<file path="config.mk">
export PLATFORM = sky130hd
export DESIGN_NAME = priority_event_encoder
export DESIGN_NICKNAME = d
export VERILOG_FILES = /design/src/rtl/priority_event_encoder.sv
export SDC_FILE = /design/constraint.sdc
export NUM_CORES = 1
export LEC_CHECK = 0
export BUFFER_PORTS_ARGS = -buffer_cell sky130_fd_sc_hd__buf_2
export CORE_UTILIZATION = 37
export CTS_BUF_LIST = sky130_fd_sc_hd__clkbuf_2
export CTS_CLUSTER_DIAMETER = 40
export DETAILED_ROUTE_END_ITERATION = 10
export PLACE_DENSITY_LB_ADDON = 0.2
export SLEW_MARGIN = 10
export SYNTH_ARGS = -nofsm -noshare
export SYNTH_HDL_FRONTEND = slang
export SYNTH_SLANG_ARGS = --single-unit
</file>
<file path="constraint.sdc">
create_clock -name clk -period 1.8 [get_ports clk]
set_input_delay 0.18 -clock clk [delete_from_list [all_inputs] [get_ports clk]]
set_output_delay 0.18 -clock clk [all_outputs]
set_load 0.05 [all_outputs]
</file>
<file path="src/rtl/priority_event_encoder.sv">
// Edge-triggered event capture with a masked highest-index-first grant and
// a registered valid/ack handshake; lost events raise a sticky overrun flag.
module priority_event_encoder #(
  parameter int N_LINES   = 8,
  parameter int IDX_WIDTH = 3
) (
  input  logic                 clk,
  input  logic                 reset,
  input  logic [N_LINES-1:0]   in_lines,
  input  logic                 mask_we,
  input  logic [N_LINES-1:0]   mask_in,
  input  logic                 out_ack,
  output logic                 out_valid,
  output logic [IDX_WIDTH-1:0] out_index,
  output logic [N_LINES-1:0]   pending,
  output logic                 overrun
);

  if (N_LINES < 2 || N_LINES > 64) begin : g_bad_lines
    $error("priority_event_encoder: N_LINES must be within 2..64");
  end
  if (IDX_WIDTH != $clog2(N_LINES)) begin : g_bad_width
    $error("priority_event_encoder: IDX_WIDTH must equal clog2(N_LINES)");
  end

  typedef enum logic [0:0] {
    ST_IDLE    = 1'b0,
    ST_PRESENT = 1'b1
  } state_t;

  localparam logic [N_LINES-1:0] LP_ONE = {{(N_LINES-1){1'b0}}, 1'b1};

  state_t               r_state;
  state_t               w_state_next;
  logic                 w_load;
  logic [IDX_WIDTH-1:0] r_index;
  logic [N_LINES-1:0]   r_pending;
  logic [N_LINES-1:0]   r_mask;
  logic [N_LINES-1:0]   r_in_prev;
  logic                 r_overrun;
  logic [N_LINES-1:0]   w_rise;
  logic [N_LINES-1:0]   w_presented;
  logic [N_LINES-1:0]   w_clear;
  logic [N_LINES-1:0]   w_cand;
  logic [N_LINES-1:0]   w_pending_next;
  logic                 w_lost;

  function automatic logic [IDX_WIDTH-1:0] f_highest(input logic [N_LINES-1:0] vec);
    logic [IDX_WIDTH-1:0] idx;
    idx = '0;
    for (int i = 0; i < N_LINES; i++) begin
      idx = vec[i] ? IDX_WIDTH'(i) : idx;
    end
    return idx;
  endfunction

  assign w_rise         = in_lines & ~r_in_prev;
  assign w_presented    = (r_state == ST_PRESENT) ? (LP_ONE << r_index) : '0;
  assign w_clear        = out_ack ? w_presented : '0;
  assign w_cand         = r_pending & r_mask & ~w_presented;
  // A new rise on the line being acked re-arms it instead of counting as lost.
  assign w_pending_next = (r_pending & ~w_clear) | w_rise;
  assign w_lost         = |(w_rise & r_pending & ~w_clear);

  // Grant FSM next-state logic.
  always_comb begin
    w_state_next = r_state;
    w_load       = 1'b0;
    case (r_state)
      ST_IDLE: begin
        if (|w_cand) begin
          w_state_next = ST_PRESENT;
          w_load       = 1'b1;
        end else begin
          w_state_next = ST_IDLE;
        end
      end
      ST_PRESENT: begin
        if (out_ack) begin
          w_state_next = ST_IDLE;
        end else begin
          w_state_next = ST_PRESENT;
        end
      end
      default: begin
        w_state_next = ST_IDLE;
      end
    endcase
  end

  // Grant FSM state register.
  always_ff @(posedge clk or posedge reset) begin
    if (reset) begin
      r_state <= ST_IDLE;
    end else begin
      r_state <= w_state_next;
    end
  end

  // Presented index, captured only when a grant is issued.
  always_ff @(posedge clk or posedge reset) begin
    if (reset) begin
      r_index <= '0;
    end else if (w_load) begin
      r_index <= f_highest(w_cand);
    end else begin
      r_index <= r_index;
    end
  end

  // Event capture, mask and sticky overrun.
  always_ff @(posedge clk or posedge reset) begin
    if (reset) begin
      r_pending <= '0;
      r_mask    <= '1;
      r_in_prev <= '1;
      r_overrun <= 1'b0;
    end else begin
      r_pending <= w_pending_next;
      r_mask    <= mask_we ? mask_in : r_mask;
      r_in_prev <= in_lines;
      r_overrun <= r_overrun | w_lost;
    end
  end

  assign out_valid = (r_state == ST_PRESENT);
  assign out_index = r_index;
  assign pending   = r_pending;
  assign overrun   = r_overrun;

endmodule

</file>
# --- Yosys cells after proc, flatten, opt, wreduce, memory -nomap -nowiden ---
# Index checks and enable logic that the tools add are counted.
op_classes:
  n_shift: 1
  muxes: 13
  bitwise: 12
  n_reduce_logical: 2
op_table:
  columns: ["cell", "count"]
  rows:
  - ["bitwise AND 8 bit", 6]
  - ["NOT 8 bit", 3]
  - ["2-to-1 mux 8 bit", 2]
  - ["OR reduction 8 bit", 2]
  - ["2-to-1 mux 3 bit", 4]
  - ["OR 8 bit", 1]
  - ["left shift 1 x 3 -> 8 bit, first input constant", 1]
  - ["2-to-1 mux 1 bit", 4]
  - ["2-to-1 mux 2 bit", 2]
  - ["case mux 1 bit (2 select lines)", 1]
  - ["NOT 1 bit", 1]
  - ["OR 1 bit", 1]
totals:
  regBits: 29
  inputBits: 20
  out_inout_bits: 13

# --- Longest topological paths before layout ---
# Gate-level depths: netlist of the first run.
logic_depth:
  ltp_word: 11
  mapped_depth: 6

# --- Least setup slack after synthesis of the first run ---
# OpenSTA, ideal clock, no wires.
synth_timing:
  kind: "register to register"
  start: "register r_index[2] (netlist: out_index[2])"
  end: "register r_index[0] (netlist: out_index[0])"
  setup_ns: 0.125
  t_arrival_ns: 1.837
  setup_slack_ns: -0.162
  path_stages_with_launch: 7
  n_path_buf: 1
  path_cell_list: "dfrtp_1 buf_4 nand4_1 a32oi_2 a31oi_2 nor2b_4 mux2_4"
synth_between:
  elab_chain_cells: 11
  word_cells_on_any_way: 14
  cone_classes: "shift (1); mux (10); bitwise (2); reduce/logical (1)"
synth_lines:
  columns: ["item", "line_no", "source"]
  rows:
  - ["start, declared", "36", "logic [IDX_WIDTH-1:0] r_index;"]
  - ["start signal, assigned", "105", "r_index <= f_highest(w_cand);"]
  - ["start signal, assigned", "107", "r_index <= r_index;"]
  - ["left shift 1 x 3 -> 8 bit *", "58", "assign w_presented = (r_state == ST_PRESENT) ? (LP_ONE << r_index) : '0;"]
  - ["2-to-1 mux 8 bit *", "58", null]
  - ["NOT 8 bit *", "60", "assign w_cand = r_pending & r_mask & ~w_presented;"]
  - ["bitwise AND 8 bit *", "60", null]
  - ["2-to-1 mux 1 bit", "52", "idx = vec[i] ? IDX_WIDTH'(i) : idx;"]
  - ["2-to-1 mux 2 bit (2 in series)", "52", null]
  - ["2-to-1 mux 3 bit (4 in series)", "52", null]
# Mark *: on every way between the ends. The rest lies on a longest branch, timed or not.
# A chain may end at the register's enable or synchronous reset.

# --- Worst setup path after layout of the first run ---
layout_timing:
  start: "register r_index[0] (netlist: out_index[0])"
  end: "register r_index[0] (netlist: out_index[0])"
# The elaborated chain is that of the path after synthesis.

==> metrics.md, run 1 <==
| Metric | Value |
|---|---|
| RePlAce Congestion | `0.807` |
| Hold path cells | `2` |
| Die area | `0.00385 mm²` |
| Synth Area in Adders | `0` |
| Crit. End Element | `register` |
| Vias in the first global route | `1031` |
| Worst Clk Skew | `0.0218 ns` |
| Mux share of post-synthesis cell area | `0.0788` |
| Layout cells sized above 1 | `0.538` |
| Required @ worst endpoint | `2.05 ns` |
| FF+latch count, synth | `29` |
| Routed wire length | `2990 µm` |
| Reg2reg path depth | `5` |
| Predominant post-synthesis flop cell | `dfstp_2` |
| IO Count | `33` |
| TritonRoute pass-1 iters | `4` |
| Worst-Margin Slew | `0.358 ns` |
| CP startpoint kind | `register` |
| H-tree depth | `2` |
| Final HPWL DP | `2040 µm` |
| ANT cells | `0` |
| Via count | `1121` |
| DR DRC count | `0` |
| Syn Std Cell Area | `0.00133 mm²` |
| Xor/xnor share of the synthesized area | `0` |
| Root buf cell | `clkbuf_2` |
| Clock transition at the registers of the reported paths | `0.16 ns` |
| Antenna Nets Post-Route | `0` |
| Number of vias per cell | `5.12` |
| Tcrit/Tclk final | `0.983` |
| GR Util All Layers | `0.173` |
| Final setup viols | `0` |
| DR iter-0 viols | `46` |
| Worst VDD drop | `0.627 mV` |
| Library cells used by synthesis | `35` |
| Commonest non-fill, non-tap cell in the layout | `buf_2` |
| CTS Buf Count | `5` |
| Leakage power | `0.787 nW` |
| Register-to-register setup slack | `0.03 ns` |
| Max-cap viol count | `0` |
| Reg-to-reg endpoint | `out_index[0]` |
| Status | `completed` |
| Main combinational cell family by area after synthesis | `compound AO/OA/AOI/OAI gates` |
| TritonCTS clock tree | `yes` |
| Design area | `0.00179 mm²` |
| Synthesized area per cell | `11.8 µm²` |
| Wire per inst | `13.7 µm` |
| Syn nets | `133` |
| Commonest non-fill, non-tap cells in the layout | `32 x buf_2, 17 x o21ai_0, 16 x dfstp_2, 14 x buf_4, 10 x inv_1` |
| Reg2reg start | `out_index[0]` |
| CP arrival | `2.02 ns` |
| HP Start | `out_ack` |
| First-pass GRT wire length | `4710 µm` |
| Min cycle time layout | `1.77 ns` |
| Hold path endpoint | `out_valid` |
| Latest clock arrival within the worst-skew pair | `0.34 ns` |
| Grt total ovfl | `0` |
| Crit. Startpoint | `out_index[0]` |
| Post-DP Area | `0.00154 mm²` |
| Final hold vios | `0` |
| # nets final | `192` |
| Initial antenna violation count | `0` |
| PwrDens | `1600 mW/mm²` |
| Pin count of the biggest net entering global routing | `30` |
| Die width | `62.0 µm` |
| FMAX | `0.565 GHz` |
| Die H | `62.0 µm` |
| Slew Limit Fails | `0` |
| Synth Area in Compound Gates | `0.191` |
| Post-synthesis simple-gate area fraction | `0.117` |
| Area Overhead vs Synth | `34.4%` |
| Core ar. | `0.00339 mm²` |
| Min-Delay Path Class | `in2reg` |
| Sink Count | `29` |
| Post-synth EDFFs | `0` |
| Synth Instances | `113` |
| Highest net fanout along the worst path | `7` |
| Total power | `2.87 mW` |
| Async SR Flop Fraction | `1.00` |
| Starting Density | `0.394` |
| Sequential-to-total area share from yosys stat | `0.559` |
| Num rows | `21` |
| Buffers on Ports | `32` |
| Clk buf depth | `2` |
| Rel. slew slack | `0.760` |
| WS Path Type | `reg2reg` |
| Yosys warning count | `0` |
==> synth_stat cells, types with 2 or more instances <==
library cell / instances / area, µm²
buf_6: 2 / 22.5
dfstp_2: 16 / 420
o31ai_1: 2 / 15.0
nand2_1: 3 / 11.3
a31oi_1: 2 / 12.5
o21ai_0: 17 / 85.1
nand3_1: 3 / 15.0
dfrtp_1: 13 / 325
o211ai_1: 3 / 22.5
nand2b_1: 2 / 12.5
mux2_2: 8 / 90.1
nor3_1: 9 / 45.0
inv_1: 10 / 37.5
o211a_1: 2 / 20.0
==> what timing repair did <==
| item | CTS | global route |
|---|---|---|
| pin swaps | 0 | 4 |
| resized for setup | 0 | 8 |
| hold buffers | 9 | 0 |
| endpoints found under the setup margin | 1 | 1 |
| hold endpoints to repair | 21 | 0 |
| buffers inserted | 4 | 9 |
==> metal layers <==
layer  vias to the layer above  routed length (µm)  share of wire  global-route usage
met1                       530                1250           0.42               0.229
met4                         0                  31          0.010              0.0698
met5                         -                   0              0                   0
met3                         6                 172          0.058              0.0518
li1                        539                   -              -                   -
met2                        46                1540           0.51               0.264
==> metrics by stage <==
step	setup TNS, ns	std cells	setup slack (ns)	hold slack (ns)	util
detailed placement	0	189	0.0148	0.260	0.454
floorplan	0	113	0.00122	0.184	-
global route	-0.0330	219	-0.0330	0.0261	0.529
global placement	0	189	0.0823	0.253	0.454
CTS	0	210	0.0441	0.0163	0.501
finish	0	219	0.0304	0.0368	0.529
==> worst max-delay path by stage <==
| stage | to | depth (start not counted) | slack, ns |
|---|---|---|---|
| 6_report | out_index[0] | 5 | 0.03 |
| 3_3_place_gp | out_index[0] | 5 | 0.08 |
| 2_1_floorplan | out_index[0] | 6 | 0.001 |
| 5_1_grt | out_index[0] | 5 | -0.03 |
| 3_5_place_dp | out_index[0] | 5 | 0.01 |
| 4_1_cts | out_index[0] | 5 | 0.04 |
==> state kept, by name, indices dropped and copies added (netlist names) <==
| register | flops |
|---|---|
| pending | 8 |
| out_index | 3 |
| r_mask | 8 |
| overrun | 1 |
| out_valid | 1 |
| r_in_prev | 8 |
==> worst max-delay path, cell delays in order (launching register included) <==
cell      delay [ns]
dfrtp_2         0.51
buf_6           0.16
o311ai_4        0.28
a41o_1          0.26
nor2b_4         0.17
mux2_4          0.29
==> report_power, final <==
group / switching (mW) / total, mW / internal (mW)
logic: 0.926 / 1.53 / 0.603
clock network: 0.214 / 0.318 / 0.104
registers: 0.201 / 1.03 / 0.825
total: 1.34 / 2.87 / 1.53
==> cell families after synthesis <==
family | count (synthesis)
compound gates | 35
flops | 29
simple gates | 26
mux | 9
buf+inv | 14
==> area by class of cell <==
cell class	instances	area (µm²)
Multi-Input combinational cell	70	542
Inverter	10	37.5
Clock buffer	7	35.0
Timing Repair Buffer	56	367
Tap cell	46	57.6
Sequential cell	29	751
Fill cell	300	1600
Clock inverter	1	3.75
Power figures use the tool's default switching activity.
==> inputs of run 2 (changes only) <==
--- a/config.mk
+++ b/config.mk
@@ -5,6 +5,7 @@
 export SDC_FILE = /design/constraint.sdc
 export NUM_CORES = 1
 export LEC_CHECK = 0
+export ABC_AREA = 1
 export BUFFER_PORTS_ARGS = -buffer_cell sky130_fd_sc_hd__buf_2
 export CORE_UTILIZATION = 37
 export CTS_BUF_LIST = sky130_fd_sc_hd__clkbuf_2
==> constraint.sdc (replaced) <==
create_clock -name clk -period 2.3 [get_ports clk]
set_input_delay 0.23 -clock clk [delete_from_list [all_inputs] [get_ports clk]]
set_output_delay 0.23 -clock clk [all_outputs]
set_load 0.05 [all_outputs]
==> run 2 against run 1 <==
Against the previous run:
- sequential share of layout area up 1.3 points
- power fell by 32%
- cell count grew 14%
- die area increased by 3.3%
- cell area fell by 3.7%
- largest power group unchanged
==> metrics.md, run 2 <==
| Metric | Value |
|---|---|
| Storage cell area | `746 µm² (-0.67%)` |
| DR iter-0 viols | `39 (-15%)` |
| RSZ-0062 raised after global routing | `false` |
| Root buf cell | `clkbuf_2` |
| Area Overhead vs Synth | `25.2%` |
| Hold WS | `0.0955 ns (+0.0587 ns)` |
| CTS Buf Count | `5 (unchanged)` |
| Worst Clk Skew | `0.00565 ns (-0.0161 ns)` |
| Crit-path slowest cell | `dfrtp_1` |
| Worst Path Buf+Inv | `0 (-1)` |
| Top cells by area, synth | `dfstp_2 30%, dfrtp_1 24%, nand2_1 14%` |
| Via count | `1098 (-2.1%)` |
| Min-Delay Path Class | `in2reg` |
| Core ar. | `0.00344 mm² (+1.6%)` |
| Latest clock arrival within the worst-skew pair | `0.35 ns (about the same)` |
| Commonest non-fill, non-tap cells in the layout | `51 x nand2_1, 32 x buf_2, 20 x inv_1, 16 x dfstp_2, 13 x dfrtp_1` |
| Starting Density | `0.401 (+0.00708)` |
| Worst-Margin Slew | `0.363 ns (+0.00447 ns)` |
| Rel. slew slack | `0.758 (-0.00193)` |
| Number of vias per cell | `4.41 (-14%)` |
| Slew Limit Fails | `0 (unchanged)` |
| Synth area leader | `dfstp_2` |
| FF+latch count, synth | `29 (unchanged)` |
| Initial antenna violation count | `0 (unchanged)` |
| Syn Std Cell Area | `0.00138 mm² (+3.4%)` |
| Final hold vios | `0 (unchanged)` |
| Post-route setup slack | `0.816 ns (+0.786 ns)` |
| Post-synth EDFFs | `0 (unchanged)` |
| FMAX | `0.674 GHz (+19%)` |
| Total negative setup slack | `0 ns (unchanged)` |
| Post-Layout Cell Count | `249 (+14%)` |
| TritonCTS clock tree | `yes` |
| FILL cells | `343 (+14%)` |
| Die width | `63.0 µm (+1.6%)` |
| Die area | `0.00397 mm² (+3.3%)` |
| Final HPWL DP | `2020 µm (-0.94%)` |
| Post-CTS Setup Bufs | `0 (-4)` |
| CP startpoint kind | `register` |
| Count leader, synth | `nand2_1` |
| Syn nets | `175 (+32%)` |
| Layout cells sized above 1 | `0.409 (-0.129)` |
| IO Count | `33 (unchanged)` |
| Library cells used by synthesis | `22 (-37%)` |
| Final Util | `0.502 (-0.0273)` |
| Synthesized area per cell | `8.90 µm² (-25%)` |
| Max-cap viol count | `0 (unchanged)` |
| First-pass GRT wire length | `4810 µm (+2.2%)` |
| RePlAce Congestion | `0.851 (+5.5%)` |
| # nets final | `222 (+16%)` |
| ANT cells | `0 (unchanged)` |
| Area occupied by multi-input gates | `539 µm² (-0.46%)` |
| Crit. End Element | `register` |
| Vias in the first global route | `1116 (+8.2%)` |
| Async SR Flop Fraction | `1.00 (unchanged)` |
| Leakage power | `0.873 nW (+11%)` |
| Clock transition at the registers of the reported paths | `0.14 ns (-0.02 ns)` |
| Synth Instances | `155 (+37%)` |
| PwrDens | `1130 mW/mm² (-29%)` |
| Predominant post-synthesis flop cell | `dfstp_2` |
| DR DRC count | `0 (unchanged)` |
| Placed Cells | `232 (+23%)` |
| Register-to-register setup slack | `0.82 ns (+0.79 ns)` |
| Die H | `63.0 µm (+1.6%)` |
| Highest net fanout along the worst path | `7 (unchanged)` |
| Yosys warning count | `0 (unchanged)` |
| Critical Path Most Common Cell | `nand2_2` |
| Min cycle time layout | `1.48 ns (-0.286 ns)` |
| Pin count of the biggest net entering global routing | `30 (unchanged)` |
| Clk buf depth | `2 (unchanged)` |
| Final setup viols | `0 (unchanged)` |
| Required @ worst endpoint | `2.56 ns (+0.51 ns)` |
| Post-DP Area | `0.00160 mm² (+3.8%)` |
| Design area | `0.00173 mm² (-3.7%)` |
| Sink Count | `29 (unchanged)` |
| CTS resizes | `0 (unchanged)` |
| CP max stage delay | `0.47 ns (-0.04 ns)` |
| Total power | `1.96 mW (-32%)` |
| CP arrival | `1.74 ns (-0.28 ns)` |
| H-tree depth | `2 (unchanged)` |
| Routed wire length | `2690 µm (-9.9%)` |
| Commonest cells post-synth | `51 x nand2_1, 20 x inv_1, 16 x dfstp_2` |
| GR Util All Layers | `0.161 (-0.0120)` |
| Tcrit/Tclk final | `0.645 (-0.338)` |
| CP cell instances | `nor2_1 -> nand2_1 -> nand2_2 -> nand2_2 -> nor2_2 -> nand2_2 -> a21oi_1 -> a21oi_2` |
| Grt total ovfl | `0 (unchanged)` |
| Status | `completed` |
| TritonRoute pass-1 iters | `4 (unchanged)` |
| Num rows | `21 (unchanged)` |
| Kind of cell adding the most delay to the critical path | `simple AND/OR/NAND/NOR gates` |
| Buffers on Ports | `32 (unchanged)` |
| WS Path Type | `reg2reg` |
| Commonest non-fill, non-tap cell in the layout | `nand2_1` |
| Post-synth top area share | `0.305 (-0.0103)` |
| Antenna Nets Post-Route | `0 (unchanged)` |
| Worst VDD drop | `0.450 mV (-28%)` |
| Sequential-to-total area share from yosys stat | `0.541 (-0.0183)` |
| Wire per inst | `10.8 µm (-21%)` |
| Setup slack at placement | `0.840 ns (+0.826 ns)` |
## run 2: cell count changes in the layout (fill, tap and decap cells not counted), moves of 4 or more
| cell | change |
|---|---|
| buf_4 | -13 |
| dfrtp_1 | +4 |
| dfrtp_2 | -4 |
| inv_1 | +10 |
| nand2_1 | +48 |
| nand2_2 | +6 |
| nor2_1 | +5 |
| nor2_2 | +4 |
| nor3_1 | -9 |
| o21ai_0 | -12 |
## run 2: worst paths after layout
| kind | start | end | depth (start not counted) |
|---|---|---|---|
| max | out_index[0] | out_index[0] | 8 |
| min | mask_in[1] | r_mask[1] | 2 |
| max reg2reg | out_index[0] | out_index[0] | 8 |
| min reg2reg | overrun | overrun | 1 |
| max in group asynchronous | reset | r_in_prev[7] | 4 |
| min in group asynchronous | reset | pending[1] | 4 |
## run 2: final cells by class
class | instances | share of cell area
Inverter | 23 | 0.0500
Timing Repair Buffer | 42 | 0.149
Clock buffer | 8 | 0.0232
Tap cell | 46 | 0.0333
Multi-Input combinational cell | 101 | 0.312
Sequential cell | 29 | 0.432
## run 2: repair_timing
item,CTS,global route
endpoints found under the setup margin,0,0
endpoints found under the hold margin,21,0
hold buffers,9,0
## run 2: worst register-to-register path: stages (launching register included)
cell and delay (ns):
dfrtp_1 0.47, nor2_1 0.26, nand2_1 0.10, nand2_2 0.09, nand2_2 0.06, nor2_2 0.12
nand2_2 0.09, a21oi_1 0.16, a21oi_2 0.04
## run 2: where the power goes
group / internal (mW) / switching [mW] / total (mW)
Combinational: 0.270 / 0.683 / 0.953
Clock: 0.0898 / 0.170 / 0.260
Sequential: 0.633 / 0.112 / 0.745
## run 2: logic make-up (layout without fill, tap and decap cells)
kind of cell / count (synthesis) / after routing / synth area share
AO/OA/AOI/OAI: 13 / 13 / 0.0599
multiplexers: 8 / 8 / 0.0653
flip-flops: 29 / 29 / 0.541
AND/OR/NAND/NOR: 80 / 80 / 0.266
buffers and inverters: 25 / 73 / 0.0681
## run 2: per-layer routing
metal | track usage | wire length [µm]
met1 | 0.192 | 1280
met4 | 0.0698 | 51
met5 | 0 | 0
met3 | 0.0602 | 128
met2 | 0.255 | 1230
